==> src/rtl/ping_pong_reader_pkg.sv <==
// Shared types and constants for the ping-pong buffer read sequencer.
package ping_pong_reader_pkg;

   // Sequencer states: waiting for a command, issuing reads, waiting for
   // the last words to leave the skid FIFO.
   typedef enum logic [1:0] {
      IDLE  = 2'd0,
      READ  = 2'd1,
      DRAIN = 2'd2
   } state_t;

   // Two entries cover the one-cycle read latency of the buffer plus one
   // word that may be sitting at the output while the consumer stalls.
   localparam int SKID_DEPTH = 2;

endpackage : ping_pong_reader_pkg

==> src/rtl/pp_skid_fifo.sv <==
// Small skid FIFO that absorbs buffer read latency under backpressure.
// Head data is presented combinationally so a word can be consumed in
// the cycle after it was written.
module pp_skid_fifo #(
   parameter int WIDTH = 64,
   parameter int DEPTH = 2,
   localparam int PW = (DEPTH > 1) ? $clog2(DEPTH) : 1,
   localparam int CW = $clog2(DEPTH + 1)
) (
   input  logic             clk,
   input  logic             rst_n,
   input  logic             push,
   input  logic [WIDTH-1:0] din,
   input  logic             pop,
   output logic [WIDTH-1:0] head,
   output logic [CW-1:0]    count
);

   logic [PW-1:0]    wr_ptr_reg;
   logic [PW-1:0]    rd_ptr_reg;
   logic [CW-1:0]    count_reg;
   logic [WIDTH-1:0] entries [DEPTH];
   logic             pop_ok;
   logic             push_ok;

   // Pointer advance with wrap at the last entry.
   function automatic logic [PW-1:0] ptr_inc(input logic [PW-1:0] p);
      return (p == PW'(DEPTH - 1)) ? '0 : p + PW'(1);
   endfunction

   // Popping an empty FIFO is ignored; a push into a full FIFO only lands
   // when the head is leaving in the same cycle.
   assign pop_ok  = pop && (count_reg != '0);
   assign push_ok = push && ((count_reg != CW'(DEPTH)) || pop_ok);

   // One storage register per entry, written when the write pointer selects it.
   generate
      for (genvar gi = 0; gi < DEPTH; gi++) begin : g_entry
         logic [WIDTH-1:0] entry_reg;

         // Capture incoming word into this slot.
         always_ff @(posedge clk or negedge rst_n) begin
            if (!rst_n) begin
               entry_reg <= '0;
            end else if (push_ok && (wr_ptr_reg == PW'(gi))) begin
               entry_reg <= din;
            end
         end

         assign entries[gi] = entry_reg;
      end
   endgenerate

   // Pointer and occupancy bookkeeping.
   always_ff @(posedge clk or negedge rst_n) begin
      if (!rst_n) begin
         wr_ptr_reg <= '0;
         rd_ptr_reg <= '0;
         count_reg  <= '0;
      end else begin
         if (push_ok) begin
            wr_ptr_reg <= ptr_inc(wr_ptr_reg);
         end
         if (pop_ok) begin
            rd_ptr_reg <= ptr_inc(rd_ptr_reg);
         end
         count_reg <= count_reg + CW'(push_ok) - CW'(pop_ok);
      end
   end

   assign head  = entries[rd_ptr_reg];
   assign count = count_reg;

endmodule : pp_skid_fifo

==> src/rtl/ping_pong_reader.sv <==
// Read-side sequencer for the ping-pong buffer: latches a bank and length on
// start, streams the bank out through a credit-limited read pipeline and a
// skid FIFO, and pulses done once every word has been accepted downstream.
module ping_pong_reader
   import ping_pong_reader_pkg::*;
#(
   parameter int BIT_LENGTH = 64,
   parameter int DEPTH      = 16,
   localparam int AW        = $clog2(DEPTH)
) (
   input  logic                  clk,
   input  logic                  rst_n,
   input  logic                  start,
   input  logic                  bank_sel,
   input  logic [AW:0]           frame_len,
   output logic                  ping_pong,
   output logic                  enb,
   output logic [AW-1:0]         addrb,
   input  logic [BIT_LENGTH-1:0] doutb,
   output logic [BIT_LENGTH-1:0] dout,
   output logic                  dout_valid,
   input  logic                  dout_ready,
   output logic                  busy,
   output logic                  done
);

   localparam int          CNT_W   = $clog2(SKID_DEPTH + 1);
   localparam int          OCC_W   = CNT_W + 1;
   localparam logic [AW:0] DEPTH_L = (AW + 1)'(DEPTH);

   state_t                 state_reg;
   state_t                 state_next;
   logic                   bank_reg;
   logic [AW:0]            len_reg;
   logic [AW:0]            addr_reg;
   logic [AW:0]            accepted_reg;
   logic                   pending_reg;
   logic                   busy_reg;

   logic [AW:0]            len_clamped;
   logic [AW:0]            addr_inc;
   logic                   start_accept;
   logic                   pop;
   logic                   credit_ok;
   logic [OCC_W-1:0]       occupancy;
   logic [CNT_W-1:0]       fifo_count;
   logic [BIT_LENGTH-1:0]  fifo_head;
   logic                   read_en;
   logic                   done_now;

   // Lengths beyond one bank are trimmed so the address never wraps.
   assign len_clamped = (frame_len > DEPTH_L) ? DEPTH_L : frame_len;
   assign addr_inc    = addr_reg + (AW + 1)'(1);

   assign pop = dout_valid && dout_ready;

   // Words in flight (stored plus the read returning now) minus the one
   // leaving this cycle must leave room for one more read.
   assign occupancy = OCC_W'(fifo_count) + OCC_W'(pending_reg);
   assign credit_ok = occupancy < (OCC_W'(SKID_DEPTH) + OCC_W'(pop));

   // State register.
   always_ff @(posedge clk or negedge rst_n) begin
      if (!rst_n) begin
         state_reg <= IDLE;
      end else begin
         state_reg <= state_next;
      end
   end

   // Next-state, read issue and completion decode.
   always_comb begin
      state_next   = state_reg;
      read_en      = 1'b0;
      done_now     = 1'b0;
      start_accept = 1'b0;
      case (state_reg)
         IDLE: begin
            if (start) begin
               start_accept = 1'b1;
               state_next   = (len_clamped == '0) ? DRAIN : READ;
            end
         end
         READ: begin
            if (addr_reg < len_reg) begin
               if (credit_ok) begin
                  read_en = 1'b1;
                  if (addr_inc >= len_reg) begin
                     state_next = DRAIN;
                  end
               end
            end else begin
               state_next = DRAIN;
            end
         end
         DRAIN: begin
            if (!pending_reg && (fifo_count == '0) && (accepted_reg == len_reg)) begin
               done_now   = 1'b1;
               state_next = IDLE;
            end
         end
         default: begin
            state_next = IDLE;
         end
      endcase
   end

   // Command latching, address and acceptance counters, read-latency tracking.
   always_ff @(posedge clk or negedge rst_n) begin
      if (!rst_n) begin
         bank_reg     <= 1'b0;
         len_reg      <= '0;
         addr_reg     <= '0;
         accepted_reg <= '0;
         pending_reg  <= 1'b0;
         busy_reg     <= 1'b0;
      end else begin
         pending_reg <= read_en;
         if (start_accept) begin
            bank_reg     <= bank_sel;
            len_reg      <= len_clamped;
            addr_reg     <= '0;
            accepted_reg <= '0;
            busy_reg     <= 1'b1;
         end else begin
            if (read_en) begin
               addr_reg <= addr_inc;
            end
            if (pop) begin
               accepted_reg <= accepted_reg + (AW + 1)'(1);
            end
            if (done_now) begin
               busy_reg <= 1'b0;
            end
         end
      end
   end

   // Read data returns one cycle after enb and is always captured.
   pp_skid_fifo #(
      .WIDTH (BIT_LENGTH),
      .DEPTH (SKID_DEPTH)
   ) u_skid (
      .clk   (clk),
      .rst_n (rst_n),
      .push  (pending_reg),
      .din   (doutb),
      .pop   (pop),
      .head  (fifo_head),
      .count (fifo_count)
   );

   assign ping_pong  = bank_reg;
   assign enb        = read_en;
   assign addrb      = addr_reg[AW-1:0];
   assign dout       = fifo_head;
   assign dout_valid = (fifo_count != '0);
   assign busy       = busy_reg;
   assign done       = done_now;

endmodule : ping_pong_reader
==> config.mk <==
export PLATFORM = sky130hd
export DESIGN_NAME = ping_pong_reader
export DESIGN_NICKNAME = d
export VERILOG_FILES = /design/src/rtl/ping_pong_reader_pkg.sv /design/src/rtl/pp_skid_fifo.sv /design/src/rtl/ping_pong_reader.sv
export SDC_FILE = /design/constraint.sdc
export NUM_CORES = 1
export LEC_CHECK = 0
export ABC_AREA = 1
export BUFFER_PORTS_ARGS = -buffer_cell sky130_fd_sc_hd__buf_2
export CORE_ASPECT_RATIO = 1.75
export CORE_MARGIN = 1
export CORE_UTILIZATION = 50
export CTS_BUF_LIST = sky130_fd_sc_hd__clkbuf_8
export DETAILED_ROUTE_END_ITERATION = 8
export PLACE_DENSITY_LB_ADDON = 0.2
export SYNTH_ARGS = -nofsm -noshare
export SYNTH_HDL_FRONTEND = slang
export SYNTH_HIERARCHICAL = 1
export SYNTH_SLANG_ARGS = --single-unit
==> constraint.sdc <==
create_clock -name clk -period 2.5 [get_ports clk]
set_input_delay 0.125 -clock clk [delete_from_list [all_inputs] [get_ports clk]]
set_output_delay 0.125 -clock clk [all_outputs]
set_load 0.01 [all_outputs]
# Yosys cells after proc, flatten, opt, wreduce, memory -nomap -nowiden
# Cells that the tools add are included.
# classes
reduce_logical	17
n_lt_le_gt_ge	5
eq_ne	8
n_mux	26
n_bitwise	2
add_sub_neg	8
# op_table
op	n
$mux W64	3
$mux W5	5
$mux W2	6
$mux W1	11
$add A5 B1 Y5 const B	2
$reduce_bool A2 Y1	4
$logic_and A1 B1 Y1	7
$ne A2 B2 Y1 const B	3
$ne A3 B3 Y1 const B	2
$pmux W2 S3	1
$eq A5 B5 Y1	1
$ge A5 B5 Y1	1
$gt A5 B5 Y1 const B	1
$logic_not A5 Y1	1
$lt A5 B5 Y1	1
$logic_not A2 Y1	2
$reduce_and A4 Y1	1
$add A2 B1 Y3	1
$add A2 B1 Y3 const A	1
$lt A3 B3 Y1	1
$add A1 B1 Y1 const B	2
$add A2 B1 Y2	1
$eq A2 B1 Y1 const B	1
$eq A2 B2 Y1 const B	1
6 further kinds	6
# word_totals
in_bits	74
wordCells	78
register_bits	152

# Longest topological paths before layout
# logic_depth
depth_word	9
ltp_mapped	15
mapped_depth_nobuf	15

# By module
# Netlist, hierarchy kept.
# modules_own_cells
module	cells_each	area_each_um2	instances
pp_skid_fifo	800	6287.3	1
ping_pong_reader	184	1343.8	1

# Worst setup path after synthesis
# Ideal clock, no wire load.
# synth_path
path_type	flip-flop to flip-flop
start	register u_skid.count_reg[1], in the netlist u_skid/count[1]
end	register u_skid.count_reg[1], in the netlist u_skid/count[1]
arrival_ps	1738
setup_slack_ps	645
setup_ps	116
stages_incl_launch_ff	15
cell_sequence	dfrtp_1 -> inv_1 -> nand2_2 -> nand2_1 -> inv_1 -> inv_1 -> nand3_2 -> buf_4 -> nand2_1 -> ha_1 -> inv_1 -> ha_1 -> inv_1 -> nand2_1 -> nand2_1
# synth_between
elab_chain_cells	7
# synth_rtl
item	line_no	rtl
start: declaration	pp_skid_fifo.sv:21	logic [CW-1:0] count_reg;
start signal: assignment	pp_skid_fifo.sv:67	count_reg <= count_reg + CW'(push_ok) - CW'(pop_ok);
$reduce_bool A2 Y1 (*)	ping_pong_reader.sv:157	assign dout_valid = (fifo_count != '0);
via dout_valid	ping_pong_reader.sv:21	output logic dout_valid,
$logic_and A1 B1 Y1 (*)	ping_pong_reader.sv:55	assign pop = dout_valid && dout_ready;
via pop	ping_pong_reader.sv:43	logic pop;
$logic_and A1 B1 Y1 (*)	pp_skid_fifo.sv:33	assign pop_ok = pop && (count_reg != '0);
$logic_or A1 B1 Y1	pp_skid_fifo.sv:34	assign push_ok = push && ((count_reg != CW'(DEPTH)) || pop_ok);
$logic_and A1 B1 Y1	pp_skid_fifo.sv:34	
$add A2 B1 Y2	pp_skid_fifo.sv:67	
$sub A2 B1 Y2 (*)	pp_skid_fifo.sv:67	
# The timed path passes the listed nets; every way through them passes the cells marked *.
# A chain may end at the register's enable or synchronous reset.

# Worst setup path in the final report
# layout_path
start	register pending_reg
end	output port enb
# layout_between
elab_chain_cells	5
# layout_rtl
item	line_no	rtl
start: declaration	ping_pong_reader.sv:37	logic pending_reg;
start signal: assignment	ping_pong_reader.sv:118	pending_reg <= read_en;
$add A2 B1 Y3	ping_pong_reader.sv:59	assign occupancy = OCC_W'(fifo_count) + OCC_W'(pending_reg);
$lt A3 B3 Y1	ping_pong_reader.sv:60	assign credit_ok = occupancy < (OCC_W'(SKID_DEPTH) + OCC_W'(pop));
$mux W1	ping_pong_reader.sv:86	if (credit_ok) begin
$mux W1	ping_pong_reader.sv:85	if (addr_reg < len_reg) begin
$mux W1	ping_pong_reader.sv:77	case (state_reg)
end: declaration	ping_pong_reader.sv:17	output logic enb,
# Every way passes these cells.

==> qor.txt <==
CP endpoint kind = primary output
Max Buffers Root-to-Sink = 2
Core Box Area = 0.0149 mm2
flip-flop count of the largest register after layout = 128
first-pass GRT wire length = 33,000 um
Comb power frac = 0.459
Seq pwr share = 0.359
total iterations of the first detailed-routing run = 5
Fin. Hold Viols = 0
Cell Area, Placed = 0.00837 mm2
share of layout cells above drive strength 1 = 0.178
Num CTS Buffers = 17
multi-input logic area = 0.00326 mm2
final setup fails = 0
FP Rows = 59
post-route cell area = 0.00953 mm2
DIE WIDTH = 95.4 um
clock latency on the worst-skew pair = 0.45 ns
clock skew = 0.0155 ns
max cap viols = 0
final net count = 1,253
P per Cell Area = 1220 mW/mm2
Slew Limit Fails = 0
Worst Path Required = 2.38 ns
outcome = complete, no violations
drt total wl = 20,800 um
initial core utilization = 0.512
Hold WC Path Type = in -> reg
Sink Count = 152
area growth from synthesis to layout = 24.9%
post-cts gate resize count = 0
Die Height = 165 um
Net Sw Frac = 0.442
Initial DRC Count = 442
Root Driver = clkbuf_8
die footprint = 0.0158 mm2
initial antenna violation count = 0
number of synthesized register bits = 152
Unique masters post-synth = 24
postcts setup bufs = 0
clock share of power = 0.183
post-synthesis simple-gate area fraction = 0.379
register area share after synthesis = 0.498
crit-path max FO = 7
gate count after technology mapping = 984
fmax = 0.427 GHz
Buffers on Ports = 146
Layout fillers = 1,344
CTS tree = yes
Tightest Pin Transition = 0.642 ns
final clock period utilization by the worst path = 0.936
CP Launch Type = register
Synth Net Count = 1,074
DR WL/cell = 15.3 um
Psw = 5130 uW
gp weighted congestion = 0.830
GRT Util Overall = 0.272
Sequential Area = 0.00381 mm2
largest family of logic cells by synthesized area = simple AND/OR/NAND/NOR gates
adder-cell area share of the yosys netlist = 0.0262
final routed DRC violation total = 0
Util after Layout = 0.639
yosys warns = 6
Ports = 147
crit path kind = reg -> out
grt total ovfl = 0
relative slew slack = 0.572
internal power = 6470 uW
H-tree levels = 4
arrival time worst endpoint = 2.21 ns
RSZ-0062 raised after global routing = false
LEAKAGE = 0.00534 uW
post-detail-place hpwl = 12,200 um
XOR/XNOR share of the synthesized area = 0.00574
largest net degree at the start of global routing = 133
vias in the first global route = 6,883
vias per inst = 5.27
ant diodes = 0
Synth Cell Area = 0.00763 mm2
hold buffers post-CTS = 71
via count = 7,158
clk slew on worst S/H paths = 0.09 ns
setup TNS = 0 ns
Antenna Nets Post-Route = 0
Compound-Gate Fraction of Synth Area = 0.0154
mux contribution to synthesized area = 0
Syn Area/Cell = 7.76 um2
VDD IR max = 824 uV
Final min period = 2.34 ns
[layout by cell type (no fill, tap or decap), types with 2 or more instances in the layout]
cell type and n:
bufinv_16 4, ha_1 16, o22ai_1 4, inv_6 5, buf_2 145, inv_1 39
xor2_1 4, clkinvlp_4 2, nand4_1 130, nor2_1 15, buf_4 15, dfrtp_1 149
buf_12 3, inv_8 2, nor3_1 3, nand2_1 502, o21ai_0 12, a21oi_1 5
nand2_2 2, dfrtp_2 2, dlygate4sd3_1 71, clkbuf_8 17, inv_2 4, nand3_2 2
nand3_1 14
[synth_stat cells]
| cell type | number | area (um2) |
|---|---|---|
| nand2_1 | 502 | 1880 |
| dfrtp_1 | 152 | 3800 |
| nand4_1 | 130 | 813 |
| buf_2 | 52 | 260 |
| inv_1 | 40 | 150 |
| ha_1 | 16 | 200 |
| nand3_1 | 15 | 75.1 |
| nor2_1 | 15 | 56.3 |
| o21ai_0 | 12 | 60.1 |
| buf_1 | 6 | 22.5 |
| buf_4 | 6 | 45.0 |
| buf_6 | 6 | 67.6 |
| a21oi_1 | 5 | 25.0 |
| clkbuf_1 | 5 | 18.8 |
| o22ai_1 | 4 | 25.0 |
| xor2_1 | 4 | 35.0 |
| inv_2 | 3 | 11.3 |
| nor3_1 | 3 | 15.0 |
| nand2_2 | 2 | 12.5 |
| nand3_2 | 2 | 20.0 |
| nand3b_1 | 1 | 7.51 |
| nor2_2 | 1 | 6.26 |
| o21a_1 | 1 | 7.51 |
| xnor2_1 | 1 | 8.76 |
[path summary, 6_finish.rpt]
path	end	start	slack [ns]	cells past startpoint
setup reg to reg	u_skid/g_entry[0].entry_reg[20]$_DFFE_PN0P_	u_skid/count[1]$_DFF_PN0_	0.51	9
hold reg to reg	u_skid/g_entry[1].entry_reg[33]$_DFFE_PN0P_	u_skid/g_entry[1].entry_reg[33]$_DFFE_PN0P_	0.47	2
hold / removal	accepted_reg[0]$_DFFE_PN0P_	dout_ready	0.05	4
min in group asynchronous	u_skid/g_entry[0].entry_reg[45]$_DFFE_PN0P_	rst_n	0.23	2
max in group asynchronous	accepted_reg[3]$_DFFE_PN0P_	rst_n	1.54	3
setup / recovery	enb	pending_reg$_DFF_PN0_	0.16	6
[cells by family (layout without fill, tap and decap cells)]
logic type / after synthesis / in the layout
AOI/OAI and AO/OA: 22 / 22
xor gates and xnor gates: 5 / 5
adders and majority gates: 16 / 16
buffers and inverters: 118 / 310
DFF: 152 / 152
and+or+nand+nor: 671 / 671
[cell type report]
cell class                 count  share of cell area
timing repair buffer         235               0.170
multi-input combinational    714               0.342
tap                          183              0.0240
clock inverter                15              0.0226
sequential                   152               0.400
inverter                      43              0.0169
clock buffer                  17              0.0245
[worst max-delay path: stages, from the launching register on]
cell     delay, ns
dfrtp_4       0.50
ha_1          0.20
ha_1          0.27
a21oi_1       0.23
nand3_1       0.23
inv_2         0.18
buf_2         0.16
[per-layer routing]
| metal | track usage | up-vias | share of wire |
|---|---|---|---|
| met1 | 0.326 | 3388 | 0.40 |
| met4 | 0.119 | 0 | 0.034 |
| li1 | - | 3538 | - |
| met2 | 0.472 | 190 | 0.52 |
| met3 | 0.0444 | 42 | 0.039 |
| met5 | 0 | - | 0 |
[per-stage QoR]
step	setup WS (ns)	total power, uW	cells	hold WS, ns
global placement	0.589	9320	1256	0.157
floorplan	0.645	7660	984	-0.171
CTS	0.117	11600	1359	0.0231
detailed placement	0.550	9430	1256	0.158
global route	0.0338	12500	1359	0.103
finish	0.160	11600	1359	0.0526
[power by group through the flow]
stage	sequential, uW	clock, uW	combinational, uW
after floorplan	4030	0	3630
after global placement	4160	0	5160
after detailed placement	4200	0	5230
after CTS	4150	2160	5330
after global routing	4290	2260	5990
final	4160	2120	5320
(Power assumes the default switching activity.)
